<file path="src/rtl/mem_sequencer_if.sv">
// Control bus between the sequencer and the accumulator datapath/memory arbiter.
// master = sequencer side, slave = datapath side.
interface mem_sequencer_if;
  logic [1:0] opcode;
  logic       ext_req;
  logic       en_mem;
  logic       en_ir;
  logic       en_op1;
  logic       en_op2;
  logic       en_io;
  logic       en_pc;
  logic [1:0] sel_mux;
  logic [1:0] sel_oper;
  logic       ext_gnt;

  modport master (
    input  opcode, ext_req,
    output en_mem, en_ir, en_op1, en_op2, en_io, en_pc, sel_mux, sel_oper, ext_gnt
  );

  modport slave (
    output opcode, ext_req,
    input  en_mem, en_ir, en_op1, en_op2, en_io, en_pc, sel_mux, sel_oper, ext_gnt
  );
endinterface

</file>
<file path="src/rtl/mem_sequencer.sv">
// Moore control sequencer for the 14-bit accumulator datapath with memory-port arbitration.
// Optional single-step mode (PAUSE state, step_i input) enabled by SINGLE_STEP_EN.
module mem_sequencer #(
  parameter int unsigned EXT_MAX = 16,
  parameter int unsigned ICNT_W  = 16
) (
  input  logic              clk,
  input  logic              rst_n,
  input  logic              run_i,
`ifdef SINGLE_STEP_EN
  input  logic              step_i,
`endif
  mem_sequencer_if.master   seq_bus,
  output logic              busy_o,
  output logic              halted_o,
  output logic [ICNT_W-1:0] icount_o
);

  localparam int unsigned TenW = $clog2(EXT_MAX + 1);

  typedef enum logic [3:0] {
    StIdle,
    StFetch,
    StFetchW,
    StDecode,
    StLdA,
    StLdAW,
    StLdB,
    StLdBW,
    StExec,
    StHalt,
    StExt
`ifdef SINGLE_STEP_EN
    , StPause
`endif
  } state_e;

  state_e            state_q, state_d;
  state_e            tgt_q, tgt_d;
  state_e            bnd_tgt;
  logic [TenW-1:0]   ten_q, ten_d;
  logic              fair_q, fair_d;
  logic [ICNT_W-1:0] icnt_q, icnt_d;
  logic              bnd;
  logic              fair_eff;

`ifdef SINGLE_STEP_EN
  logic step_q;
  logic step_rise;

  assign step_rise = step_i & ~step_q;

  always_ff @(posedge clk or negedge rst_n) begin
    if (!rst_n) step_q <= 1'b0;
    else        step_q <= step_i;
  end
`endif

  always_ff @(posedge clk or negedge rst_n) begin
    if (!rst_n) begin
      state_q <= StIdle;
      tgt_q   <= StIdle;
      ten_q   <= '0;
      fair_q  <= 1'b0;
      icnt_q  <= '0;
    end else begin
      state_q <= state_d;
      tgt_q   <= tgt_d;
      ten_q   <= ten_d;
      fair_q  <= fair_d;
      icnt_q  <= icnt_d;
    end
  end

  always_comb begin
    state_d          = state_q;
    tgt_d            = tgt_q;
    ten_d            = ten_q;
    fair_d           = fair_q;
    icnt_d           = icnt_q;
    bnd              = 1'b0;
    bnd_tgt          = StFetch;
    fair_eff         = fair_q;
    seq_bus.en_mem   = 1'b0;
    seq_bus.en_ir    = 1'b0;
    seq_bus.en_op1   = 1'b0;
    seq_bus.en_op2   = 1'b0;
    seq_bus.en_io    = 1'b0;
    seq_bus.en_pc    = 1'b0;
    seq_bus.sel_mux  = 2'b00;
    seq_bus.sel_oper = 2'b00;
    seq_bus.ext_gnt  = 1'b0;
    halted_o         = 1'b0;
    busy_o           = 1'b0;

    unique case (state_q)
      StIdle: begin
        if (run_i) bnd = 1'b1;
      end
      StFetch: begin
        busy_o  = 1'b1;
        fair_d  = 1'b0;
        state_d = StFetchW;
      end
      StFetchW: begin
        busy_o        = 1'b1;
        seq_bus.en_ir = 1'b1;
        seq_bus.en_pc = 1'b1;
        state_d       = StDecode;
      end
      StDecode: begin
        busy_o = 1'b1;
        if (icnt_q != '1) icnt_d = icnt_q + 1'b1;
        if (seq_bus.opcode == 2'b11) begin
          bnd     = 1'b1;
          bnd_tgt = StHalt;
        end else begin
          state_d = StLdA;
        end
      end
      StLdA: begin
        busy_o          = 1'b1;
        seq_bus.sel_mux = 2'b01;
        state_d         = StLdAW;
      end
      StLdAW: begin
        busy_o          = 1'b1;
        seq_bus.sel_mux = 2'b01;
        if (seq_bus.opcode == 2'b10) begin
          seq_bus.en_io = 1'b1;
          bnd           = 1'b1;
        end else begin
          seq_bus.en_op1 = 1'b1;
          state_d        = StLdB;
        end
      end
      StLdB: begin
        busy_o          = 1'b1;
        seq_bus.sel_mux = 2'b10;
        state_d         = StLdBW;
      end
      StLdBW: begin
        busy_o          = 1'b1;
        seq_bus.sel_mux = 2'b10;
        seq_bus.en_op2  = 1'b1;
        state_d         = StExec;
      end
      StExec: begin
        busy_o           = 1'b1;
        seq_bus.sel_mux  = 2'b11;
        seq_bus.sel_oper = seq_bus.opcode;
        seq_bus.en_mem   = 1'b1;
        bnd              = 1'b1;
      end
      StHalt: begin
        halted_o = 1'b1;
        if (run_i) bnd = 1'b1;
      end
      StExt: begin
        seq_bus.ext_gnt = 1'b1;
        if (!seq_bus.ext_req) begin
          state_d = tgt_q;
          ten_d   = '0;
        end else if (ten_q == TenW'(EXT_MAX - 1)) begin
          // Tenure expired: revoke and block re-grant until an instruction fetches.
          state_d = tgt_q;
          ten_d   = '0;
          fair_d  = 1'b1;
        end else begin
          ten_d = ten_q + 1'b1;
        end
      end
`ifdef SINGLE_STEP_EN
      StPause: begin
        if (seq_bus.ext_req && !fair_q) begin
          state_d = StExt;
          tgt_d   = StPause;
        end else if (step_rise) begin
          state_d = StFetch;
        end
      end
`endif
      default: state_d = StIdle;
    endcase

    if (bnd) begin
`ifdef SINGLE_STEP_EN
      if (bnd_tgt == StFetch) bnd_tgt = StPause;
`endif
      // From IDLE/HALT there is no pending instruction, so fairness does not apply.
      if (state_q == StIdle || state_q == StHalt) begin
        fair_eff = 1'b0;
        fair_d   = 1'b0;
      end
      if (seq_bus.ext_req && !fair_eff) begin
        state_d = StExt;
        tgt_d   = bnd_tgt;
      end else begin
        state_d = bnd_tgt;
      end
    end
  end

  assign icount_o = icnt_q;

endmodule

</file>
<file path="src/flat_wrapper.sv">
// flat-port wrapper written by rule: the top's interface ports become plain ports
module mem_sequencer_flat 
#(
  parameter int unsigned EXT_MAX = 16,
  parameter int unsigned ICNT_W  = 16
)
  (clk, rst_n, run_i, busy_o, halted_o, icount_o, seq_bus_opcode, seq_bus_ext_req, seq_bus_en_mem, seq_bus_en_ir, seq_bus_en_op1, seq_bus_en_op2, seq_bus_en_io, seq_bus_en_pc, seq_bus_sel_mux, seq_bus_sel_oper, seq_bus_ext_gnt);
  mem_sequencer_if seq_bus_i ();
  input  logic clk;
  input  logic rst_n;
  input  logic run_i;
  output logic busy_o;
  output logic halted_o;
  output logic [ICNT_W-1:0] icount_o;
  input wire logic [$bits(seq_bus_i.opcode)-1:0] seq_bus_opcode;
  input wire logic [$bits(seq_bus_i.ext_req)-1:0] seq_bus_ext_req;
  output wire logic [$bits(seq_bus_i.en_mem)-1:0] seq_bus_en_mem;
  output wire logic [$bits(seq_bus_i.en_ir)-1:0] seq_bus_en_ir;
  output wire logic [$bits(seq_bus_i.en_op1)-1:0] seq_bus_en_op1;
  output wire logic [$bits(seq_bus_i.en_op2)-1:0] seq_bus_en_op2;
  output wire logic [$bits(seq_bus_i.en_io)-1:0] seq_bus_en_io;
  output wire logic [$bits(seq_bus_i.en_pc)-1:0] seq_bus_en_pc;
  output wire logic [$bits(seq_bus_i.sel_mux)-1:0] seq_bus_sel_mux;
  output wire logic [$bits(seq_bus_i.sel_oper)-1:0] seq_bus_sel_oper;
  output wire logic [$bits(seq_bus_i.ext_gnt)-1:0] seq_bus_ext_gnt;
  assign seq_bus_i.opcode = seq_bus_opcode;
  assign seq_bus_i.ext_req = seq_bus_ext_req;
  assign seq_bus_en_mem = seq_bus_i.en_mem;
  assign seq_bus_en_ir = seq_bus_i.en_ir;
  assign seq_bus_en_op1 = seq_bus_i.en_op1;
  assign seq_bus_en_op2 = seq_bus_i.en_op2;
  assign seq_bus_en_io = seq_bus_i.en_io;
  assign seq_bus_en_pc = seq_bus_i.en_pc;
  assign seq_bus_sel_mux = seq_bus_i.sel_mux;
  assign seq_bus_sel_oper = seq_bus_i.sel_oper;
  assign seq_bus_ext_gnt = seq_bus_i.ext_gnt;
  mem_sequencer #(.EXT_MAX(EXT_MAX), .ICNT_W(ICNT_W)) u_core (.clk(clk), .rst_n(rst_n), .run_i(run_i), .seq_bus(seq_bus_i), .busy_o(busy_o), .halted_o(halted_o), .icount_o(icount_o));
endmodule
</file>
<file path="config.mk">
export PLATFORM = sky130hd
export DESIGN_NAME = mem_sequencer_flat
export DESIGN_NICKNAME = d
export VERILOG_FILES = /design/src/rtl/mem_sequencer_if.sv /design/src/rtl/mem_sequencer.sv /design/src/flat_wrapper.sv
export SDC_FILE = /design/constraint.sdc
export NUM_CORES = 1
export LEC_CHECK = 0
export CORE_ASPECT_RATIO = 0.5
export CORE_MARGIN = 10
export CORE_UTILIZATION = 55
export DETAILED_ROUTE_END_ITERATION = 12
export GPL_ROUTABILITY_DRIVEN = 0
export GPL_TIMING_DRIVEN = 1
export PLACE_DENSITY = 0.85
export SLEW_MARGIN = 10
export SYNTH_ARGS = -nofsm -noshare
export SYNTH_HDL_FRONTEND = slang
export SYNTH_SLANG_ARGS = --single-unit
</file>
<file path="constraint.sdc">
create_clock -name clk -period 3.5 [get_ports clk]
set_clock_uncertainty 0.2 [all_clocks]
set_input_delay 0.525 -clock clk [delete_from_list [all_inputs] [get_ports clk]]
set_output_delay 0.525 -clock clk [all_outputs]
set_load 0.05 [all_outputs]
</file>
# == Word level (Yosys, flattened, before mapping) ==
# Cells that the tools add are included.
# Widths: inputs -> output; s select.
# totals
ramBits,0
latchBits,0
in_bits,6
elab_cells,70
regBits,30
memories,0
romBits,0
# op_classes
n_mul,0
n_bitwise,0
mux,33
div,0
n_reduce_logical,12
magnitude_cmp,0
addsub,2
shift,0
n_eq_ne,18
# op_table
op,count
$pmux 4 s9,1
$mux 4,8
$mux 1,18
$add 16x1->16 const B,1
$eq 4x3->1 const B,4
$ne 16x16->1 const B,1
$eq 4x4->1 const B,3
$mux 5,2
$eq 4x2->1 const B,2
$reduce_or 8->1,1
$ne 3x2->1 const B,2
$pmux 2 s3,1
$reduce_or 2->1,3
$add 5x1->5 const B,1
$eq 5x4->1 const B,1
$eq 2x2->1 const B,2
$eq 4x1->1 const B,1
$logic_not 4->1,1
$ne 4x2->1 const B,1
$pmux 1 s4,1
$reduce_and 2->1,2
$reduce_and 4->1,1
$reduce_or 3->1,1
$mux 2,1
5 further kinds,5

# == Logic depth before layout (Yosys ltp) ==
# depth
depth_word,8
mapped_depth,6
mapped_depth_nobuf,6

# == Worst setup path after synthesis ==
# OpenSTA, ideal clock, no wires.
# synth_path
path_kind,register to output
startpoint,reg u_core.state_q[1]
endpoint,out seq_bus_en_pc
path_slack_ns,-0.115
path_stages_with_launch,5
t_arrival_ns,2.890
path_cell_list,dfrtp_1 -> buf_4 -> clkbuf_1 -> nor4b_1 -> buf_4
# synth_between
elab_chain_len,2
# synth_lines
item,line,source
from (decl),mem_sequencer.sv:38,"state_e state_q, state_d;"
from (signal assigned),mem_sequencer.sv:61,state_q <= StIdle;
from (signal assigned),mem_sequencer.sv:67,state_q <= state_d;
$eq 4x2->1,-,
$mux 1,-,
to (decl),flat_wrapper.sv:22,output wire logic [$bits(seq_bus_i.en_pc)-1:0] seq_bus_en_pc;
# Every way passes these cells.

# == Final worst setup path ==
# layout_path
startpoint,reg u_core.state_q[0]
endpoint,out seq_bus_sel_oper[0]
# layout_between
elab_chain_len,2
# layout_lines
item,line,source
$eq 4x4->1,mem_sequencer.sv:96,unique case (state_q)
$mux 2,mem_sequencer.sv:96,
to (decl),flat_wrapper.sv:24,output wire logic [$bits(seq_bus_i.sel_oper)-1:0] seq_bus_sel_oper;
# Every way passes these cells.

==> run_results.csv <==
group,metric,value,unit
global_route,grt_antenna_before_repair,0,
finish,multi_input_area,925,µm²
worst_setup_path,cp.required,2770,ps
yosys,synth.top_cell.area_share,0.418,
drt,first_pass_iters,4,
worst_setup_path,end_kind,"output port",
yosys,synth_nets,177,
worst_setup_path,r2r-start,"u_core.state_q[0]",
global_route,grt_overflow,0,
placement,dpl.cell_count,240,
finish,nets,213,
timing,rsz0062_at_grt,"no",
clock_tree,post_cts_buffers,0,
timing,fmax,317,MHz
clock_tree,cts_made_buffers,3,
timing,period_share,0.901,
timing,hold_viol,0,
finish,antennaDiodeCount,0,
timing,maxSlewViolCount,0,
finish,fin_cells,244,
yosys,netlist_top_cells_count,"28 x dfrtp_1, 14 x nand2_1, 11 x xor2_1",
clock_tree,cts_tree,"done",
yosys,synth_ff_type,"dfrtp_1",
floorplan,fp-row-count,14,
yosys,synth_seq_area_share,0.418,
clock_tree,cts_max_level,1,
yosys,yosys_warnings,0,
floorplan,coreArea,2960,µm²
timing,worst_pin_slew,627,ps
worst_setup_path,slowest_stage,"clkdlybuf4s50_1",
global_route,grt_pass1_vias,1429,
global_route,grt_first_pass_wirelength,6.57,mm
finish,post_route_cells_drive_above_1_share,0.118,
finish,utilization,0.720,
worst_setup_path,path_cells,"or2_2 -> nor2_1 -> and2_1 -> clkdlybuf4s50_1",
worst_setup_path,r2r_end,"u_core.state_q[3]",
timing,max_slew_margin,0.582,
floorplan,pin_count,35,
yosys,synth_top_cell_by_area,"dfrtp_1",
drt,drc,0,
flow_run,max_cap_viol_count,0,
pwr,ir_drop,746,µV
worst_setup_path,startpoint_type,"flop",
timing,setup_tns,0,ps
clock_tree,cts-resized-gates,0,
finish,n_fill_cell,216,
yosys,syn-cell-area,1680,µm²
drt,postRouteAntennaNets,0,
yosys,syn_inst,169,
min_path,hold_start,"u_core.tgt_q[0]",
min_path,hold_class,"flop to flop",
worst_setup_path,critPathMaxStageDelay,810,ps
drt,wirelength,3.94,mm
worst_setup_path,worstRegToRegCells,6,
yosys,synth.avg_cell_area,9.92,µm²
global_route,grt_use_total,0.134,
clock_tree,cts.sinks,28,
yosys,yosysMostFrequentCell,"dfrtp_1",
yosys,ys_types,57,
clock_tree,cts_buffer_depth,2,
yosys,async_reset_ff_frac,1.00,
worst_setup_path,crit_type,"flop to output port",
pwr,p_total,1.61,mW
global_route,grt_start_max_net_pins,29,
yosys,synth_edf_count,0,
drt,vias,1455,
min_path,holdPathStages,1,
worst_setup_path,worstPathArrival,2430,ps
placement,place_hpwl,2.94,mm
pwr,leakage,0.933,nW
min_path,hold_end,"u_core.tgt_q[0]",
drt,wire_per_inst,16.2,µm
worst_setup_path,cp_max_fo,15,
status,run_status,"complete, no violations",
timing,setup-violations-final,0,
floorplan,die_w,98.1,µm
drt,drt_iter0_drc,20,
clock_tree,clk_latency,280,ps
clock_tree,cts_hold_buf,0,
floorplan,die_area,5790,µm²
timing,fin_crit,3150,ps
floorplan,initial_core_util,0.566,
clock_tree,clk_pin_slew,90,ps
finish,seqCellArea,701,µm²
finish,area.growth.synth_to_final,27.2,%
floorplan,die_h,59.0,µm
drt,detail_route.vias_per_cell,5.96,
yosys,synthTopCellsByArea,"dfrtp_1 42%, xor2_1 5.7%, nand2_1 3.1%",
worst_setup_path,r2r_slack,1240,ps
pwr,p_per_area,753,nW/µm²
placement,port_buffers,34,
clock_tree,cts_root_buf,"clkbuf_8",
yosys,ys_seq_elements,28,
## cell usage in the layout, fill, tap and decap left out, types with 3 or more instances in the layout
cell type        Yosys  final
clkdlybuf4s50_1      0     34
dfrtp_1             28     28
nand2_1             14     14
xor2_1              11     11
nor2_1               9      9
nor3_1               9      9
a21oi_1              8      8
nand3_1              7      7
nand2b_1             6      6
inv_1                5      5
and3_1               4      4
or2_2                3      3
nand4_1              3      3
a211oi_1             3      3
mux2_2               3      3
o21ai_0              3      3
clkbuf_8             0      3
buf_4                3      3
## worst max path at each step
stage,from,to,slack (ps)
2_1_floorplan,u_core.state_q[2],seq_bus_en_io,400
5_1_grt,u_core.state_q[0],seq_bus_sel_oper[0],250
3_5_place_dp,seq_bus_opcode[1],seq_bus_en_io,520
6_report,u_core.state_q[0],seq_bus_sel_oper[0],350
3_3_place_gp,seq_bus_opcode[1],seq_bus_en_io,570
4_1_cts,u_core.state_q[0],seq_bus_sel_oper[0],340
## through the flow
| step | hold slack (ps) | setup WS, ps | area [µm²] |
|---|---|---|---|
| CTS | 276 | 344 | 2130 |
| global route | 304 | 247 | 2130 |
| finish | 277 | 345 | 2130 |
| global placement | 247 | 572 | 2060 |
| detailed placement | 250 | 518 | 2060 |
| floorplan | 29.4 | 403 | 1680 |
## flip-flops by register name, summed over array words and instances, names as in the netlist
signal / cells
u_core.fair_q: 1
u_core.state_q: 4
u_core.tgt_q: 2
u_core.ten_q: 5
u_core.icount_o: 16
## metal layers
| metal | global-route usage | wire (µm) | vias up |
|---|---|---|---|
| met5 | 0 | 0 | - |
| met4 | 0.0247 | 35 | 0 |
| met3 | 0.0547 | 315 | 4 |
| met2 | 0.256 | 2010 | 39 |
| met1 | 0.139 | 1580 | 717 |
| li1 | - | - | 695 |
## area by class of cell
type,count,share of cell area
repair buffers,37,0.170
flip-flops and latches,28,0.329
inverters,6,0.0106
well taps,40,0.0235
clock inverters,1,0.0141
clock buffers,3,0.0194
multi-input cells,129,0.434
## critical path, delay by kind of cell (launching register included)
family	cells	cell delay (ps)
buffers and inverters	1	810
AND/OR/NAND/NOR	3	750
flip-flops	1	590
## cell families (layout without fill, tap and decap cells)
logic type	count (synthesis)	in the layout	share of synthesized area
and+or+nand+nor	75	75	0.284
AOI/OAI and AO/OA	35	35	0.154
DFF	28	28	0.418
xor gates and xnor gates	13	13	0.0679
buffers and inverters	12	47	0.0343
muxes	4	4	0.0261
adders and majority gates	2	2	0.0149
## report_power, final
part	switching, mW	leakage [nW]	internal, mW
combinational	0.508	0.534	0.315
sequential	0.129	0.363	0.395
clock	0.106	0.0357	0.153
total	0.743	0.933	0.863
No activity file was read; power rests on OpenSTA's default activity.
